`src/rtl/sbox_feed_ctrl.sv`:
```
// Feeds a two-share masked S-box one state byte per cycle, pairing each byte with one fresh
// random byte, and tracks the S-box latency so the caller sees res_valid/res_idx and a done pulse.
module sbox_feed_ctrl #(
    parameter int NBYTES = 16,
    parameter int LAT    = 2,
    localparam int IW    = (NBYTES > 1) ? $clog2(NBYTES) : 1
) (
    input  logic                clk,
    input  logic                rst_n,
    input  logic                start,
    input  logic [8*NBYTES-1:0] st_s0,
    input  logic [8*NBYTES-1:0] st_s1,
    input  logic                rnd_valid,
    input  logic [7:0]          rnd_data,
    output logic                rnd_ready,
    output logic [7:0]          sb_s0,
    output logic [7:0]          sb_s1,
    output logic [7:0]          sb_ran,
    output logic                sb_issue,
    output logic                res_valid,
    output logic [IW-1:0]       res_idx,
    output logic                busy,
    output logic                done,
    output logic [1:0]          state_dbg
);

    // Random-byte handshake: a byte is taken in any cycle where rnd_valid and rnd_ready are
    // both 1; rnd_ready depends only on the FSM state, never on rnd_valid.
    typedef enum logic [1:0] {
        IDLE  = 2'd0,
        RUN   = 2'd1,
        DRAIN = 2'd2
    } state_t;

    state_t        state_q, state_d;
    logic [7:0]    sh0_q [NBYTES];
    logic [7:0]    sh1_q [NBYTES];
    logic [IW-1:0] idx_q;
    logic [IW-1:0] sb_idx_q;
    logic [LAT-1:0] pv_q;
    logic [IW-1:0] pi_q [LAT];
    logic          hs;
    logic          last_byte;
    logic          pipe_empty;
    logic          load;

    assign rnd_ready  = (state_q == RUN);
    assign hs         = rnd_valid & rnd_ready;
    assign last_byte  = (idx_q == IW'(NBYTES - 1));
    assign pipe_empty = !sb_issue && (pv_q == '0);
    assign res_valid  = pv_q[LAT-1];
    assign res_idx    = pi_q[LAT-1];
    assign state_dbg  = state_q;

    always_ff @(posedge clk) begin
        if (!rst_n) state_q <= IDLE;
        else        state_q <= state_d;
    end

    always_comb begin
        state_d = state_q;
        busy    = 1'b0;
        done    = 1'b0;
        load    = 1'b0;
        case (state_q)
            IDLE: begin
                if (start) begin
                    load    = 1'b1;
                    state_d = RUN;
                end
            end
            RUN: begin
                busy = 1'b1;
                if (hs && last_byte) state_d = DRAIN;
            end
            DRAIN: begin
                // done replaces busy in the single cycle the pipeline is seen empty
                if (pipe_empty) begin
                    done    = 1'b1;
                    state_d = IDLE;
                end else begin
                    busy = 1'b1;
                end
            end
            default: state_d = IDLE;
        endcase
    end

    // Shares stay in separate registers and separate muxes end to end.
    always_ff @(posedge clk) begin
        if (!rst_n) begin
            for (int i = 0; i < NBYTES; i++) begin
                sh0_q[i] <= '0;
                sh1_q[i] <= '0;
            end
            idx_q    <= '0;
            sb_idx_q <= '0;
            sb_s0    <= '0;
            sb_s1    <= '0;
            sb_ran   <= '0;
            sb_issue <= 1'b0;
            pv_q     <= '0;
            for (int k = 0; k < LAT; k++) pi_q[k] <= '0;
        end else begin
            if (load) begin
                for (int i = 0; i < NBYTES; i++) begin
                    sh0_q[i] <= st_s0[8*i +: 8];
                    sh1_q[i] <= st_s1[8*i +: 8];
                end
                idx_q <= '0;
            end else if (hs && !last_byte) begin
                idx_q <= idx_q + 1'b1;
            end
            sb_issue <= hs;
            sb_s0    <= hs ? sh0_q[idx_q] : 8'h00;
            sb_s1    <= hs ? sh1_q[idx_q] : 8'h00;
            sb_ran   <= hs ? rnd_data     : 8'h00;
            sb_idx_q <= hs ? idx_q        : '0;
            pv_q[0]  <= sb_issue;
            pi_q[0]  <= sb_idx_q;
            for (int k = 1; k < LAT; k++) begin
                pv_q[k] <= pv_q[k-1];
                pi_q[k] <= pi_q[k-1];
            end
        end
    end

endmodule

```
`config.mk`:
```
export PLATFORM = sky130hd
export DESIGN_NAME = sbox_feed_ctrl
export DESIGN_NICKNAME = d
export VERILOG_FILES = /design/src/rtl/sbox_feed_ctrl.sv
export SDC_FILE = /design/constraint.sdc
export NUM_CORES = 1
export LEC_CHECK = 0
export BUFFER_PORTS_ARGS = -buffer_cell sky130_fd_sc_hd__buf_2
export CAP_MARGIN = 20
export CORE_MARGIN = 2
export CORE_UTILIZATION = 35
export DETAILED_ROUTE_END_ITERATION = 10
export GPL_ROUTABILITY_DRIVEN = 0
export HOLD_SLACK_MARGIN = 0.12
export PLACE_DENSITY_LB_ADDON = 0.25
export SKIP_LAST_GASP = 1
export SLEW_MARGIN = 0
export SYNTH_ARGS = -nofsm -noshare
export SYNTH_HDL_FRONTEND = slang
export SYNTH_SLANG_ARGS = --single-unit
export TNS_END_PERCENT = 1
```
`constraint.sdc`:
```
create_clock -name clk -period 8.75 [get_ports clk]
set_input_delay 0.4375 -clock clk [delete_from_list [all_inputs] [get_ports clk]]
set_output_delay 0.4375 -clock clk [all_outputs]
set_load 0.01 [all_outputs]
```
==> flow_summary_export.csv, run 1 <==
group,metric,value,unit
synthesis,synth_edf_count,256,
timing,final.setup.worst_slack,5.55,ns
worst_setup_path,end_kind,"flop",
floorplan,die_h,196,um
floorplan,row_count,70,
cells_and_area,syn_to_final_growth,24.6,%
cells_and_area,fill_cells,3384,
cells_and_area,finalNonFillerCells,1614,
clock_network,cts_resized,0,
timing,maxSlewViolCount,0,
clock_network,cts_buffer_depth,3,
worst_setup_path,path_class,"reg -> reg",
global_route,antenna_found_initial,3,
clock_network,cts-root-buf,"clkbuf_16",
timing,whs,0.149,ns
power,leakage,0.00639,uW
timing,setup_viol,0,
clock_network,cts-htree-levels,2,
worst_hold_path,hp-start,"rnd_data[7]",
place,hpwlAfterDp,20900,um
timing,period_needed,3.20,ns
timing,timing.setup.tns,0,ns
place,place_inst,1544,
synthesis,ys_warn_count,0,
clock_network,clkTransAtPathRegs,0.06,ns
worst_setup_path,crit_top_cell,"buf_4",
worst_setup_path,cp.required,8.88,ns
cells_and_area,nNetsFinal,1391,
floorplan,core_region_area,36400,um^2
cells_and_area,fin_util,44.0,%
worst_setup_path,cp.buffers_inverters,3,
worst_setup_path,crit_slowest_cell,"buf_4",
global_route,grt_max_degree,130,
place,port_buffers,302,
route,drt_pass1_iterations,4,
global_route,grt_pass1_vias,7863,
clock_network,cts_buffers,36,
worst_setup_path,cp_cell_sequence,"inv_1 -> ha_1 -> nand2_1 -> nand2_4 -> buf_4 -> buf_4",
worst_hold_path,holdPathStages,2,
clock_network,cts_tree,"done",
worst_setup_path,cp.arrival,3.33,ns
global_route,grt_pass1_wl,46700,um
timing,finalCritPeriodShare,36.6,%
synthesis,postSynthCellCount,834,
timing,rsz0062_at_grt,"no",
cells_and_area,drive_gt1_share,38.0,%
synthesis,synthesis.nets,1107,
route,drc_errors,0,
global_route,grt_use_total,16.1,%
worst_hold_path,min_to,"sb_ran[7]$_SDFF_PN0_",
worst_setup_path,critPathMaxFanout,73,
power,ir_drop,0.000119,V
timing,finalHoldViolCount,0,
route,routedWlPerCell,19.3,um
worst_setup_path,cpPeakStageDelay,0.80,ns
place,place_ws,5.09,ns
status,outcome,"completed",
clock_network,insertion_delay,0.51,ns
route,viasPerCell,4.73,
worst_setup_path,cp-start-kind,"flop",
clock_network,clkSinkCount,301,
worst_hold_path,hp-class,"in -> reg",
floorplan,io_pins,303,
run,drv_cap,0,
floorplan,die_w,196,um
synthesis,synthFlopType,"edfxtp_1",
route,routed_wl,31200,um
clock_network,cts_hold_buffers,2,
global_route,overflow,0,
route,initialDrtViolationCount,341,
worst_setup_path,ff2ff_setup_slack,5.55,ns
timing,finalClockSkew,0.0211,ns
floorplan,die_area,38300,um^2
route,ant_nets,0,
synthesis,postSynthAreaPerCell,15.4,um^2
timing,relSlewSlack,40.0,%
synthesis,synth_area,12900,um^2
worst_setup_path,ff2ff_path_depth,6,
worst_setup_path,r2r-start,"state_dbg[0]$_SDFFE_PN0P_",
synthesis,yosysUniqueCellTypes,37,
worst_setup_path,r2r-end,"sh0_q[15][0]$_SDFFCE_PN0P_",
clock_network,postCtsSetupBuffers,0,
worst_setup_path,crit_family,"buffers and inverters",
synthesis,synth_seq_area_share,66.7,%
power,power_density,252,nW/um^2
route,vias,7639,
synthesis,ys_ff_latch,301,
timing,fmax,0.313,GHz
timing,tightest_slew,0.900,ns
floorplan,initial_core_util,35.4,%
synthesis,async_flop_share,0,%
[report_power, final]
group	switching (uW)	leakage [uW]	internal [uW]
Clock	568	0.000596	956
Sequential	77.1	0.00311	1880
Combinational	299	0.00269	257
[layout by cell type, fill, tap and decap left out, types with 4 or more instances in the layout]
cell type	Yosys	layout
nand3_1	33	33
dfxtp_1	45	42
clkbuf_8	0	4
nand3b_1	30	30
ha_1	5	5
clkinv_2	0	6
mux2i_1	4	4
edfxtp_1	256	256
nand2_1	5	4
clkbuf_1	45	8
nand4_1	16	16
clkbuf_16	0	37
bufinv_16	0	5
mux4_2	60	60
buf_4	4	8
and2_1	277	277
buf_2	13	302
[cells by family (layout without fill, tap and decap cells)]
logic type	after synthesis	in the layout	share of synthesized area, %
AND/OR/NAND/NOR	375	375	18.2
flip-flops	301	301	66.7
adder cells (fa/ha/maj)	5	5	0.486
AO/OA/AOI/OAI	15	15	0.816
other	0	2	0
multiplexers	68	68	11.4
buffers and inverters	70	380	2.46
[layout make-up]
type	count	area (um^2)	area share, %
diodes	2	5.00	0.0312
clock buffers	49	1010	6.30
clock inverters	15	201	1.26
inverters	2	7.51	0.0468
multi-input cells	463	3990	24.9
flip-flops and latches	301	8600	53.6
well taps	468	586	3.65
repair buffers	314	1650	10.3
[worst max path at each step]
stage	slack, ns	startpoint	endpoint	depth (start not counted)
finish	5.55	state_dbg[0]$_SDFFE_PN0P_	sh0_q[15][0]$_SDFFCE_PN0P_	6
CTS	5.48	state_dbg[0]$_SDFFE_PN0P_	sh1_q[0][7]$_SDFFCE_PN0P_	6
floorplan	1.86	state_dbg[0]$_SDFFE_PN0P_	sh0_q[0][0]$_SDFFCE_PN0P_	4
global placement	5.19	rst_n	sh1_q[5][1]$_SDFFCE_PN0P_	5
global route	5.26	state_dbg[0]$_SDFFE_PN0P_	sh1_q[4][4]$_SDFFCE_PN0P_	6
detailed placement	5.09	rst_n	sh1_q[5][1]$_SDFFCE_PN0P_	5
[synth_stat cells (all sizes together), types with 2 or more instances]
library cell	number	share of area (%)
inv	2	0.058
ha	5	0.49
nand3b	30	1.7
clkbuf	45	1.3
edfxtp	256	60
o21a	2	0.12
buf	23	1.1
dfxtp	45	7.0
nor2b	3	0.15
and3	3	0.15
or3	2	0.097
o21ai	2	0.078
mux2	2	0.17
nand2	5	0.15
o31a	3	0.20
and2	277	13
a21oi	3	0.12
nand4	16	0.78
mux4	62	11
nand3	33	1.3
mux2i	4	0.31
[per-stage QoR]
| step | cell area [um^2] | total power (uW) |
|---|---|---|
| after floorplan | 12900 | 2390 |
| after global placement | 14800 | 2540 |
| after detailed placement | 14800 | 2550 |
| after CTS | 16000 | 4090 |
| after global routing | 16000 | 4230 |
| final | 16000 | 4040 |
[per-layer routing]
layer	part of all wire, %	global-route usage (%)
met2	47	25.9
met1	45	22.3
met3	6.6	3.70
met4	1.8	3.68
met5	0.042	0
[sequential cells by signal, indices dropped and copies added (netlist names), 2 cells and up]
| name | count |
|---|---|
| sb_ran | 8 |
| sb_s0 | 8 |
| sh1_q | 128 |
| state_dbg | 2 |
| pv_q | 2 |
| idx_q | 4 |
| sb_idx_q | 4 |
| pi_q | 8 |
| sh0_q | 128 |
| sb_s1 | 8 |
(Power assumes the default switching activity.)
==> inputs of run 2 (changes only) <==
==> constraint.sdc (replaced) <==
create_clock -name clk -period 2.6 [get_ports clk]
set_input_delay 0.13 -clock clk [delete_from_list [all_inputs] [get_ports clk]]
set_output_delay 0.13 -clock clk [all_outputs]
set_load 0.01 [all_outputs]
==> run 2 against run 1 <==
  * Combinational power rose to 4.2 times the previous value
  * Largest cell class unchanged
  * Global-route usage increased by 2.4 points
  * Critical path type unchanged
  * Sequential power grew to 3.4 times the previous value
==> flow_summary_export.csv, run 2 (synthesis results as in run 1) <==
group,metric,value,unit
cells_and_area,fill_cells,3059,
route,drc_errors,0,
clock_network,cts_tree,"done",
clock_network,clkTransAtPathRegs,0.06,ns
clock_network,insertion_delay,0.51,ns
timing,relSlewSlack,50.3,%
global_route,grt_use_total,18.5,%
timing,maxSlewViolCount,0,
cells_and_area,design_area,18700,um^2
clock_network,cts-root-buf,"clkbuf_16",
power,p_switching,3290,uW
route,routedWlPerCell,19.0,um
place,port_buffers,302,
cells_and_area,drive_gt1_share,30.9,%
power,power.total,13600,uW
floorplan,initial_core_util,35.4,%
clock_network,cts_buffer_depth,3,
route,initialDrtViolationCount,457,
route,drt_pass1_iterations,5,
run,drv_cap,0,
timing,finalClockSkew,0.00796,ns
cells_and_area,final_cell_mix,"302 x buf_2, 277 x and2_1, 266 x dlygate4sd3_1",
cells_and_area,syn_to_final_growth,45.2,%
power,power_density,727,nW/um^2
global_route,grt_max_degree,121,
floorplan,die_w,196,um
global_route,antenna_found_initial,0,
place,place_ws,0.383,ns
worst_setup_path,cp-start-kind,"flop",
global_route,grt_pass1_vias,9420,
route,vias,8867,
worst_setup_path,cp.arrival,2.43,ns
timing,whs,0.168,ns
cells_and_area,reg_top3,"sh0_q x128, sh1_q x128",
timing,setup_viol,0,
place,hpwlAfterDp,22500,um
timing,fmax,0.489,GHz
cells_and_area,diodes,0,
cells_and_area,mostFrequentLayoutCell,"buf_2",
timing,finalHoldViolCount,0,
power,leakage,0.00751,uW
timing,finalCritPeriodShare,78.6,%
cells_and_area,seq_area,8600,um^2
clock_network,cts-htree-levels,2,
floorplan,core_region_area,36400,um^2
timing,tightest_slew,0.746,ns
global_route,grt_pass1_wl,54000,um
power,switching_share,24.2,%
power,internal_power,10300,uW
clock_network,cts_buffers,35,
cells_and_area,multi_input_comb_area,4000,um^2
power,combPwrFrac,17.2,%
clock_network,clkSinkCount,301,
power,p_clk_share,34.4,%
place,place_area,14900,um^2
route,viasPerCell,4.70,
timing,period_needed,2.04,ns
timing,final.setup.worst_slack,0.556,ns
worst_setup_path,cp.required,2.98,ns
global_route,overflow,0,
floorplan,die_area,38300,um^2
status,outcome,"completed",
timing,rsz0062_at_grt,"no",
power,power_frac_seq,48.4,%
worst_setup_path,critPathMaxFanout,35,
floorplan,row_count,70,
worst_setup_path,path_class,"reg -> reg",
route,ant_nets,0,
worst_setup_path,end_kind,"flop",
timing,timing.setup.tns,0,ns
floorplan,die_h,196,um
power,ir_drop,0.000328,V
worst_hold_path,hp-class,"in -> reg",
floorplan,io_pins,303,
cells_and_area,nNetsFinal,1664,
route,routed_wl,35800,um
## run 2: layout make-up
class	instances	area share [%]
Multi-Input combinational cell	463	21.4
Sequential cell	301	46.0
Tap cell	468	3.13
Clock inverter	14	0.468
Inverter	2	0.0401
Clock buffer	49	5.37
Timing Repair Buffer	588	23.7
## run 2: critical path: stages (launching register included)
cell	delay [ns]
dfxtp_4	0.75
buf_4	0.50
mux4_2	0.42
nand3_1	0.13
nand4_1	0.08
## run 2: power groups by stage
stage	clock [uW]	sequential, uW	combinational (uW)
2_1_floorplan	0	6600	1260
3_3_place_gp	0	6660	2000
4_1_cts	4790	6590	2350
5_1_grt	4980	6660	2540
3_5_place_dp	0	6690	2030
6_report	4680	6580	2330
## run 2: routing by layer
layer  GRT usage (%)  vias to the layer above  share of wire, %
met5               0                        -                 0
met4            5.22                        0               2.3
met3            2.85                       54               5.0
met2            29.5                      276                47
met1            26.4                     4364                46
li1                -                     4173                 -
## run 2: timing repair
action	in CTS	in global routing
buffers inserted	0	0
hold endpoints to repair	271	0
hold buffers	266	0
resized for setup	0	0
## run 2: worst paths after layout
check	start	to	slack, ns	cells after the start
setup / recovery	idx_q[1]$_SDFFE_PP0P_	sb_s0[3]$_SDFF_PN0_	0.56	4
hold / removal	start	state_dbg[1]$_SDFFE_PN0P_	0.17	4
setup reg to reg	idx_q[1]$_SDFFE_PP0P_	sb_s0[3]$_SDFF_PN0_	0.56	4
hold reg to reg	pi_q[0][2]$_SDFF_PN0_	pi_q[0][6]$_SDFF_PN0_	0.43	1
## run 2: through the flow
stage	instances	utilization, %
finish	1885	51.3
global route	1885	51.3
CTS	1884	51.3
detailed placement	1555	41.0
global placement	1555	41.0
floorplan	834	-
